--- config.mk ---
export PLATFORM = sky130hd
export DESIGN_NAME = secuenciador_ciclo_flat
export DESIGN_NICKNAME = d
export VERILOG_FILES = /design/src/rtl/secuenciador_ciclo_if.sv /design/src/rtl/secuenciador_ciclo.sv /design/src/flat_wrapper.sv
export SDC_FILE = /design/constraint.sdc
export NUM_CORES = 1
export LEC_CHECK = 0
export CAP_MARGIN = 10
export CORE_UTILIZATION = 35
export DETAILED_ROUTE_END_ITERATION = 12
export GPL_ROUTABILITY_DRIVEN = 0
export RECOVER_POWER = 100
export SYNTH_ARGS = -nofsm -noshare
export SYNTH_HDL_FRONTEND = slang
export SYNTH_SLANG_ARGS = --single-unit
--- constraint.sdc ---
create_clock -name clk -period 2.8 [get_ports clk]
set_input_delay 0.42 -clock clk [delete_from_list [all_inputs] [get_ports clk]]
set_output_delay 0.42 -clock clk [all_outputs]
set_load 0.03 [all_outputs]
--- src/rtl/secuenciador_ciclo_if.sv ---
// Bus between the payment controller and the washer cycle sequencer.
// Handshake: VERIFICACION is a single-cycle request with no ready/ack. It is
// accepted only on an edge where the sequencer is in REPOSO with INSUFCIENTE=0
// and at least one selection high. In any other case it is dropped, and the
// controller learns of acceptance from OCUPADO/FASE.
interface secuenciador_ciclo_if;
    // Payment controller -> sequencer
    logic       VERIFICACION;
    logic       INSUFCIENTE;
    logic       LAVADO;
    logic       LAVADO_PESADO;
    logic       SECADO;
    logic       PAUSA;
    // Sequencer -> actuators / status
    logic       LLENADO_V;
    logic       MOTOR_AGIT;
    logic       BOMBA;
    logic       MOTOR_CENTRI;
    logic       SECADORA;
    logic       OCUPADO;
    logic       TERMINADO;
    logic [2:0] FASE;

    modport master (
        output VERIFICACION, INSUFCIENTE, LAVADO, LAVADO_PESADO, SECADO, PAUSA,
        input  LLENADO_V, MOTOR_AGIT, BOMBA, MOTOR_CENTRI, SECADORA,
        input  OCUPADO, TERMINADO, FASE
    );

    modport slave (
        input  VERIFICACION, INSUFCIENTE, LAVADO, LAVADO_PESADO, SECADO, PAUSA,
        output LLENADO_V, MOTOR_AGIT, BOMBA, MOTOR_CENTRI, SECADORA,
        output OCUPADO, TERMINADO, FASE
    );
endinterface

--- src/rtl/secuenciador_ciclo.sv ---
// Washer/dryer cycle sequencer. It latches the service selection at start.
// It then walks the fill/agitate/drain/spin/dry phases, each timed by a
// 9-bit down-counter. PAUSA freezes the phase and blanks the actuators.
// FASE is the raw state register and doubles as the FSM debug view.
module secuenciador_ciclo #(
    parameter int T_LLENADO = 2,
    parameter int T_AGIT    = 4,
    parameter int T_DRENADO = 2,
    parameter int T_CENTRI  = 3,
    parameter int T_SECADO  = 5
) (
    input  logic                  clk,
    input  logic                  rst,
    secuenciador_ciclo_if.slave   bus
);

    typedef enum logic [2:0] {
        REPOSO       = 3'd0,
        LLENADO      = 3'd1,
        AGITACION    = 3'd2,
        DRENADO      = 3'd3,
        CENTRIFUGADO = 3'd4,
        SECADO_F     = 3'd5,
        FIN          = 3'd6
    } estado_t;

    // Counter reload values: a phase of N cycles starts at N-1 and exits at 0.
    localparam logic [8:0] C_LLENADO  = 9'(T_LLENADO - 1);
    localparam logic [8:0] C_AGIT     = 9'(T_AGIT - 1);
    localparam logic [8:0] C_AGIT_P   = 9'(2 * T_AGIT - 1);
    localparam logic [8:0] C_DRENADO  = 9'(T_DRENADO - 1);
    localparam logic [8:0] C_CENTRI   = 9'(T_CENTRI - 1);
    localparam logic [8:0] C_SECADO   = 9'(T_SECADO - 1);

    estado_t    r_estado;
    logic [8:0] r_cnt;
    logic       r_sel_pesado;
    logic       r_sel_secado;
    logic       r_llenado_v;
    logic       r_motor_agit;
    logic       r_bomba;
    logic       r_motor_centri;
    logic       r_secadora;
    logic       r_ocupado;
    logic       r_terminado;

    estado_t    w_estado_nx;
    logic [8:0] w_cnt_nx;
    logic       w_sel_pesado_nx;
    logic       w_sel_secado_nx;
    logic       w_arranque;
    logic       w_pausado;

    function automatic logic es_activo(input estado_t e);
        return (e == LLENADO) || (e == AGITACION) || (e == DRENADO) ||
               (e == CENTRIFUGADO) || (e == SECADO_F);
    endfunction

    // Next-state, counter and selection-latch logic.
    always_comb begin
        w_estado_nx     = r_estado;
        w_cnt_nx        = r_cnt;
        w_sel_pesado_nx = r_sel_pesado;
        w_sel_secado_nx = r_sel_secado;
        w_arranque      = bus.VERIFICACION && !bus.INSUFCIENTE &&
                          (bus.LAVADO || bus.LAVADO_PESADO || bus.SECADO);
        w_pausado       = bus.PAUSA && es_activo(r_estado);
        case (r_estado)
            REPOSO: begin
                if (w_arranque) begin
                    w_sel_pesado_nx = bus.LAVADO_PESADO;
                    w_sel_secado_nx = bus.SECADO;
                    if (bus.LAVADO || bus.LAVADO_PESADO) begin
                        w_estado_nx = LLENADO;
                        w_cnt_nx    = C_LLENADO;
                    end else begin
                        w_estado_nx = SECADO_F;
                        w_cnt_nx    = C_SECADO;
                    end
                end
            end
            LLENADO, AGITACION, DRENADO, CENTRIFUGADO, SECADO_F: begin
                if (!bus.PAUSA) begin
                    if (r_cnt != 9'd0) begin
                        w_cnt_nx = r_cnt - 9'd1;
                    end else begin
                        case (r_estado)
                            LLENADO: begin
                                w_estado_nx = AGITACION;
                                w_cnt_nx    = r_sel_pesado ? C_AGIT_P : C_AGIT;
                            end
                            AGITACION: begin
                                w_estado_nx = DRENADO;
                                w_cnt_nx    = C_DRENADO;
                            end
                            DRENADO: begin
                                w_estado_nx = CENTRIFUGADO;
                                w_cnt_nx    = C_CENTRI;
                            end
                            CENTRIFUGADO: begin
                                w_estado_nx = r_sel_secado ? SECADO_F : FIN;
                                w_cnt_nx    = r_sel_secado ? C_SECADO : 9'd0;
                            end
                            default: begin
                                w_estado_nx = FIN;
                                w_cnt_nx    = 9'd0;
                            end
                        endcase
                    end
                end
            end
            FIN: begin
                w_estado_nx     = REPOSO;
                w_cnt_nx        = 9'd0;
                w_sel_pesado_nx = 1'b0;
                w_sel_secado_nx = 1'b0;
            end
            default: begin
                w_estado_nx     = REPOSO;
                w_cnt_nx        = 9'd0;
                w_sel_pesado_nx = 1'b0;
                w_sel_secado_nx = 1'b0;
            end
        endcase
    end

    // State register plus registered outputs. The outputs are decoded from
    // the next state so they line up with the phase they belong to.
    always_ff @(posedge clk or negedge rst) begin
        if (!rst) begin
            r_estado       <= REPOSO;
            r_cnt          <= 9'd0;
            r_sel_pesado   <= 1'b0;
            r_sel_secado   <= 1'b0;
            r_llenado_v    <= 1'b0;
            r_motor_agit   <= 1'b0;
            r_bomba        <= 1'b0;
            r_motor_centri <= 1'b0;
            r_secadora     <= 1'b0;
            r_ocupado      <= 1'b0;
            r_terminado    <= 1'b0;
        end else begin
            r_estado       <= w_estado_nx;
            r_cnt          <= w_cnt_nx;
            r_sel_pesado   <= w_sel_pesado_nx;
            r_sel_secado   <= w_sel_secado_nx;
            r_llenado_v    <= (w_estado_nx == LLENADO)      && !w_pausado;
            r_motor_agit   <= (w_estado_nx == AGITACION)    && !w_pausado;
            r_bomba        <= (w_estado_nx == DRENADO)      && !w_pausado;
            r_motor_centri <= (w_estado_nx == CENTRIFUGADO) && !w_pausado;
            r_secadora     <= (w_estado_nx == SECADO_F)     && !w_pausado;
            r_ocupado      <= es_activo(w_estado_nx);
            r_terminado    <= (w_estado_nx == FIN);
        end
    end

    assign bus.LLENADO_V    = r_llenado_v;
    assign bus.MOTOR_AGIT   = r_motor_agit;
    assign bus.BOMBA        = r_bomba;
    assign bus.MOTOR_CENTRI = r_motor_centri;
    assign bus.SECADORA     = r_secadora;
    assign bus.OCUPADO      = r_ocupado;
    assign bus.TERMINADO    = r_terminado;
    assign bus.FASE         = r_estado;

endmodule

--- src/flat_wrapper.sv ---
// flat-port wrapper written by rule: the top's interface ports become plain ports
module secuenciador_ciclo_flat 
#(
    parameter int T_LLENADO = 2,
    parameter int T_AGIT    = 4,
    parameter int T_DRENADO = 2,
    parameter int T_CENTRI  = 3,
    parameter int T_SECADO  = 5
)
  (clk, rst, bus_VERIFICACION, bus_INSUFCIENTE, bus_LAVADO, bus_LAVADO_PESADO, bus_SECADO, bus_PAUSA, bus_LLENADO_V, bus_MOTOR_AGIT, bus_BOMBA, bus_MOTOR_CENTRI, bus_SECADORA, bus_OCUPADO, bus_TERMINADO, bus_FASE);
  secuenciador_ciclo_if bus_i ();
  input  logic clk;
  input  logic rst;
  input wire logic [$bits(bus_i.VERIFICACION)-1:0] bus_VERIFICACION;
  input wire logic [$bits(bus_i.INSUFCIENTE)-1:0] bus_INSUFCIENTE;
  input wire logic [$bits(bus_i.LAVADO)-1:0] bus_LAVADO;
  input wire logic [$bits(bus_i.LAVADO_PESADO)-1:0] bus_LAVADO_PESADO;
  input wire logic [$bits(bus_i.SECADO)-1:0] bus_SECADO;
  input wire logic [$bits(bus_i.PAUSA)-1:0] bus_PAUSA;
  output wire logic [$bits(bus_i.LLENADO_V)-1:0] bus_LLENADO_V;
  output wire logic [$bits(bus_i.MOTOR_AGIT)-1:0] bus_MOTOR_AGIT;
  output wire logic [$bits(bus_i.BOMBA)-1:0] bus_BOMBA;
  output wire logic [$bits(bus_i.MOTOR_CENTRI)-1:0] bus_MOTOR_CENTRI;
  output wire logic [$bits(bus_i.SECADORA)-1:0] bus_SECADORA;
  output wire logic [$bits(bus_i.OCUPADO)-1:0] bus_OCUPADO;
  output wire logic [$bits(bus_i.TERMINADO)-1:0] bus_TERMINADO;
  output wire logic [$bits(bus_i.FASE)-1:0] bus_FASE;
  assign bus_i.VERIFICACION = bus_VERIFICACION;
  assign bus_i.INSUFCIENTE = bus_INSUFCIENTE;
  assign bus_i.LAVADO = bus_LAVADO;
  assign bus_i.LAVADO_PESADO = bus_LAVADO_PESADO;
  assign bus_i.SECADO = bus_SECADO;
  assign bus_i.PAUSA = bus_PAUSA;
  assign bus_LLENADO_V = bus_i.LLENADO_V;
  assign bus_MOTOR_AGIT = bus_i.MOTOR_AGIT;
  assign bus_BOMBA = bus_i.BOMBA;
  assign bus_MOTOR_CENTRI = bus_i.MOTOR_CENTRI;
  assign bus_SECADORA = bus_i.SECADORA;
  assign bus_OCUPADO = bus_i.OCUPADO;
  assign bus_TERMINADO = bus_i.TERMINADO;
  assign bus_FASE = bus_i.FASE;
  secuenciador_ciclo #(.T_LLENADO(T_LLENADO), .T_AGIT(T_AGIT), .T_DRENADO(T_DRENADO), .T_CENTRI(T_CENTRI), .T_SECADO(T_SECADO)) u_core (.clk(clk), .rst(rst), .bus(bus_i));
endmodule
# [Yosys cells after proc, flatten, opt, wreduce, memory -nomap -nowiden]
# Index checks and enable logic that the tools add are counted.
[totals] out_inout_bits=10 elab_cells=70 ff_bits=21 inputBits=8
[op_classes] n_addsub=1 n_eq_ne=13 reduce_logical=25 n_bitwise=1 mux=19
[op_table] op="case mux 9 bit (4 select lines)" count=1
[op_table] op="2-to-1 mux 9 bit" count=3
[op_table] op="2-to-1 mux 3 bit" count=7
[op_table] op="case mux 9 bit (2 select lines)" count=1
[op_table] op="equality test 3 bit (second input constant)" count=5
[op_table] op="equality test 3 x 2 -> 1 bit (second input constant)" count=4
[op_table] op="case mux 3 bit (4 select lines)" count=1
[op_table] op="logical OR 1 bit" count=10
[op_table] op="nonzero test 9 bit" count=1
[op_table] op="subtractor 9 x 1 -> 9 bit (second input constant)" count=1
[op_table] op="logical AND 1 bit" count=8
[op_table] op="equality test 3 x 1 -> 1 bit (second input constant)" count=2
[op_table] op="case mux 3 bit (2 select lines)" count=1
[op_table] op="OR reduction 5 bit" count=1
[op_table] op="case mux 1 bit (2 select lines)" count=2
[op_table] op="AND reduction 2 bit" count=2
[op_table] op="logical NOT 3 bit" count=1
[op_table] op="logical NOT 1 bit" count=2
[op_table] op="2-to-1 mux 1 bit" count=2
[op_table] op="2-to-1 mux 2 bit" count=1
[op_table] op="inequality test 2 x 1 -> 1 bit (second input constant)" count=1
[op_table] op="inequality test 2 bit (second input constant)" count=1
[op_table] op="inverter 1 bit" count=1

# [Logic depth before layout (Yosys ltp)]
[depth] depth_word=10 ltp_mapped=7 mapped_depth_nobuf=7

# [Least setup slack after synthesis]
# No wires, ideal clock.
[synth_timing] path_type="reg-to-reg" from="register u_core.r_estado[1], in the netlist u_core.bus.FASE[1]" to="register u_core.r_motor_centri, in the netlist u_core.bus.MOTOR_CENTRI" required_time_ps=2652 setup_time_ps=148 period_less_slack_ps=2216 stages_incl_launch_ff=7 t_arrival_ps=2069 setup_slack_ps=584 n_path_buf=0 cell_sequence="dfrtp_1 -> ha_1 -> nor2b_1 -> or4bb_1 -> mux2i_1 -> or2_4 -> nor4b_2"
[synth_via] elab_cells_between_ends=20 cone_classes="eq/ne (6); mux (5); reduce/logical (9)"
[synth_lines] item="from (decl)" line_no="secuenciador_ciclo.sv:35" text="estado_t r_estado;"
[synth_lines] item="from (signal assigned)" line_no="secuenciador_ciclo.sv:143" text="r_estado <= w_estado_nx;"
[synth_lines] item="equality test 3 bit (tied with other cells)" line_no="secuenciador_ciclo.sv:68, secuenciador_ciclo.sv:87"
[synth_lines] item="case mux 3 bit (4 select lines)" line_no="secuenciador_ciclo.sv:87" text="case (r_estado)"
[synth_lines] item="2-to-1 mux 3 bit" line_no="secuenciador_ciclo.sv:84" text="if (r_cnt != 9'd0) begin"
[synth_lines] item="2-to-1 mux 3 bit" line_no="secuenciador_ciclo.sv:83" text="if (!bus.PAUSA) begin"
[synth_lines] item="case mux 3 bit (2 select lines) *" line_no="secuenciador_ciclo.sv:68" text="case (r_estado)"
[synth_lines] item="net u_core.w_estado_nx[0]" line_no="secuenciador_ciclo.sv:47" text="estado_t w_estado_nx;"
[synth_lines] item="equality test 3 bit *" line_no="secuenciador_ciclo.sv:150" text="r_motor_centri <= (w_estado_nx == CENTRIFUGADO) && !w_pausado;"
[synth_lines] item="logical AND 1 bit *" line_no="secuenciador_ciclo.sv:150"
[synth_lines] item="to (signal assigned)" line_no="secuenciador_ciclo.sv:150"
[synth_lines] item="to (decl)" line_no="secuenciador_ciclo.sv:42" text="logic r_motor_centri;"
# The timed path passes the listed nets; every way through them passes the cells marked *.
# A chain may end at the register's enable or synchronous reset.

# [Worst setup path after layout]
[layout_timing] from="register u_core.r_cnt[0]" to="register u_core.r_cnt[2]"
[layout_via] elab_chain_cells=4 elab_cells_between_ends=5 cone_classes="add/sub (1); mux (3); reduce/logical (1)"
[layout_rtl] item="from (decl)" line_no="secuenciador_ciclo.sv:36" text="logic [8:0] r_cnt;"
[layout_rtl] item="from (signal assigned)" line_no="secuenciador_ciclo.sv:144" text="r_cnt <= w_cnt_nx;"
[layout_rtl] item="subtractor 9 x 1 -> 9 bit or nonzero test 9 bit (tied branches)" line_no="secuenciador_ciclo.sv:85, secuenciador_ciclo.sv:84"
[layout_rtl] item="2-to-1 mux 9 bit *" line_no="secuenciador_ciclo.sv:84"
[layout_rtl] item="2-to-1 mux 9 bit *" line_no="secuenciador_ciclo.sv:83"
[layout_rtl] item="case mux 9 bit (2 select lines) *" line_no="secuenciador_ciclo.sv:68"
# Mark *: on every way between the ends. The rest lies on a longest branch, timed or not. The select of a mux whose other input is x is not followed.

==> results.sh <==
export IMPL_cts_buffers=3
export IMPL_tightest_slew_ns=1.15
export IMPL_cts_root_buf="clkbuf_4"
export IMPL_skew_ns=0.00815
export IMPL_hp_class="flip-flop to flip-flop"
export IMPL_synth_seq_cells=21
export IMPL_min_to="u_core.r_cnt[8]$_DFFE_PN0P_"
export IMPL_power_density_mw_per_mm2=1000
export IMPL_maxCapViolCount=0
export IMPL_synth_top_flop_cell="dfrtp_1"
export IMPL_rsz0062_at_grt="false"
export IMPL_setup_viol=0
export IMPL_ir_worst_vdd_mv=0.379
export IMPL_crit_fanout=10
export IMPL_fin_crit_sh_pct=84.8
export IMPL_ctsHoldBuffers=0
export IMPL_start_util_pct=37.1
export IMPL_placed_cells=196
export IMPL_grt_max_degree=22
export IMPL_die_area_mm2=0.00384
export IMPL_layout_cells_non_filler=200
export IMPL_die_h_um=61.9
export IMPL_ys_types=43
export IMPL_async_reset_ff_share_pct=100
export IMPL_synthesis_nets=144
export IMPL_crit_required_ns=2.99
export IMPL_mappedNetlistArea_mm2=0.00126
export IMPL_drive_above_1_share_pct=7.79
export IMPL_max_freq_mhz=421
export IMPL_grt_pass1_wl_mm=4.82
export IMPL_gr_total_overflow=0
export IMPL_cts_sinks=21
export IMPL_final_util_pct=44.1
export IMPL_final_hold_violation_count=0
export IMPL_p_leak_nw=0.664
export IMPL_placed_cell_area_mm2=0.00149
export IMPL_worstReg2RegStart="u_core.r_cnt[0]$_DFFE_PN0P_"
export IMPL_crit_path_end_kind="flip-flop"
export IMPL_grt_antenna_before_repair=0
export IMPL_n_antenna_cell=0
export IMPL_coreArea_mm2=0.00339
export IMPL_postRouteAntennaNets=0
export IMPL_drv_slew=0
export IMPL_hpwlAfterDp_mm=2.19
export IMPL_ios=18
export IMPL_cp_buffers_inverters=1
export IMPL_syn_inst=133
export IMPL_holdPathStages=1
export IMPL_wl_mm=2.87
export IMPL_ys_warn_count=0
export IMPL_drt_pass1_iter_count=4
export IMPL_cts_resized=0
export IMPL_clk_latency_ns=0.31
export IMPL_reg2reg_slack_ns=0.43
export IMPL_syn_avg_cell_area_um2=9.45
export IMPL_design_area_mm2=0.00150
export IMPL_cts_tree="yes"
export IMPL_layout_common_cells="dfrtp_1 (21), o21ai_0 (12), nand2_1 (11), nor2_1 (11), dlygate4sd3_1 (11)"
export IMPL_postCtsSetupRepairBufs=0
export IMPL_critPathArrivalTime_ns=2.57
export IMPL_crit_chain="inv_1 > ha_1 > or4b_1 > nor2_1 > o21ai_0 > a32oi_1 > o31ai_1"
export IMPL_critPathSlowestCell="nor2_1"
export IMPL_io_buffers=17
export IMPL_synth_edf_count=0
export IMPL_final_common_cell="dfrtp_1"
export IMPL_slew_headroom_pct=23.6
export IMPL_wire_per_inst_um=14.4
export IMPL_path_clk_slew_ns=0.12
export IMPL_start_kind="flip-flop"
export IMPL_ys_seq_area_share_pct=41.8
export IMPL_die_w_um=61.9
export IMPL_viasPerCell=5.58
export IMPL_remaining_drc_errors=0
export IMPL_area_delta_synth_final_pct=19.0
export IMPL_grt_pass1_vias=1080
export IMPL_routed_via_count=1115
export IMPL_status="complete, no violations"
export IMPL_drt_initial_drc_count=41
export IMPL_critPathKind="flip-flop to flip-flop"
export IMPL_hold_ws_ns=0.529
export IMPL_fin_crit_ns=2.37
export IMPL_final_nets=166
export IMPL_htree_levels=1
export IMPL_fp_row_count=21
export IMPL_cp_top_family="simple AND/OR/NAND/NOR gates"
export IMPL_reg2reg_depth=7
export IMPL_clockBufferDepth=2
export IMPL_slowest_delay_ns=0.54
export IMPL_r2r_end="u_core.r_cnt[2]$_DFFE_PN0P_"
export IMPL_grt_use_total_pct=17.4
export IMPL_worstHoldStart="u_core.r_cnt[8]$_DFFE_PN0P_"
export IMPL_tns_ns=0
metal layers:
layer | global-route usage, % | part of all wire, % | up-vias | routed length (µm)
met3 | 3.73 | 5.0 | 4 | 144
met1 | 22.9 | 44 | 545 | 1270
met4 | 7.94 | 1.3 | 0 | 37
li1 | - | - | 544 | -
met5 | 0 | 0 | - | 0
met2 | 27.5 | 49 | 22 | 1420
where the power goes:
group / total [mW] / switching, mW / internal, mW
combinational: 0.887 / 0.520 / 0.367
clock: 0.146 / 0.0928 / 0.0533
sequential: 0.465 / 0.0847 / 0.381
area by class of cell:
cell class	count	area, µm²
clock buffers	3	22.5
clock inverters	1	5.00
inverters	5	18.8
flip-flops and latches	21	526
well taps	46	57.6
fillers	332	1890
multi-input cells	102	663
repair buffers	22	204
worst register-to-register path: stages (launching register included):
cell and delay [ns]:
dfrtp_1 0.44, inv_1 0.10, ha_1 0.16, or4b_1 0.49, nor2_1 0.54, o21ai_0 0.19, a32oi_1 0.26, o31ai_1 0.08
cells in the mapped netlist, types with 2 or more instances:
master	instances	area share, %
a21oi_1	7	2.8
nor2_1	10	3.0
o21ai_0	12	4.8
nand2b_1	2	0.99
o41ai_1	2	1.4
o31ai_1	5	3.0
or4_1	2	1.2
or4bb_1	2	1.8
dfrtp_1	21	42
nor3b_1	2	1.2
xnor2_1	2	1.4
nor4_1	2	0.99
nor4b_1	4	2.8
buf_2	3	1.2
nand3_1	2	0.80
nor2b_1	2	0.99
a22o_1	4	2.8
ha_1	3	3.0
mux2i_1	2	1.6
inv_1	5	1.5
nor3_1	7	2.8
nand2_1	11	3.3
worst max-delay path by stage:
| stage | from | endpoint | cells after the start |
|---|---|---|---|
| 6_report | u_core.r_cnt[0]$_DFFE_PN0P_ | u_core.r_cnt[2]$_DFFE_PN0P_ | 7 |
| 5_1_grt | u_core.r_cnt[0]$_DFFE_PN0P_ | u_core.r_cnt[2]$_DFFE_PN0P_ | 7 |
| 4_1_cts | u_core.bus.FASE[1]$_DFF_PN0_ | u_core.bus.SECADORA$_DFF_PN0_ | 6 |
| 3_5_place_dp | u_core.bus.FASE[1]$_DFF_PN0_ | u_core.bus.SECADORA$_DFF_PN0_ | 6 |
| 3_3_place_gp | bus_INSUFCIENTE | u_core.r_cnt[5]$_DFFE_PN0P_ | 7 |
| 2_1_floorplan | u_core.bus.FASE[1]$_DFF_PN0_ | u_core.bus.MOTOR_CENTRI$_DFF_PN0_ | 6 |
cells by family after synthesis:
group	after synthesis	share of synthesized area, %
flip-flops	21	41.8
AO/OA/AOI/OAI	38	19.9
XOR/XNOR	2	1.39
multiplexers	2	1.59
buffers and inverters	10	3.88
adder cells (fa/ha/maj)	3	2.99
AND/OR/NAND/NOR	57	28.5
sequential cells by signal, indices dropped and copies added, names as in the netlist:
name / cells
u_core.r_sel_secado: 1
u_core.bus.MOTOR_CENTRI: 1
u_core.bus.OCUPADO: 1
u_core.bus.SECADORA: 1
u_core.bus.TERMINADO: 1
u_core.bus.LLENADO_V: 1
u_core.bus.MOTOR_AGIT: 1
u_core.r_cnt: 9
u_core.bus.BOMBA: 1
u_core.r_sel_pesado: 1
u_core.bus.FASE: 3
through the flow:
stage | power (mW) | setup slack [ns]
3_5_place_dp | 1.39 | 0.544
5_1_grt | 1.64 | 0.212
6_report | 1.50 | 0.426
2_1_floorplan | 1.14 | 0.584
3_3_place_gp | 1.37 | 0.586
4_1_cts | 1.54 | 0.514
Power figures use the tool's default switching activity.
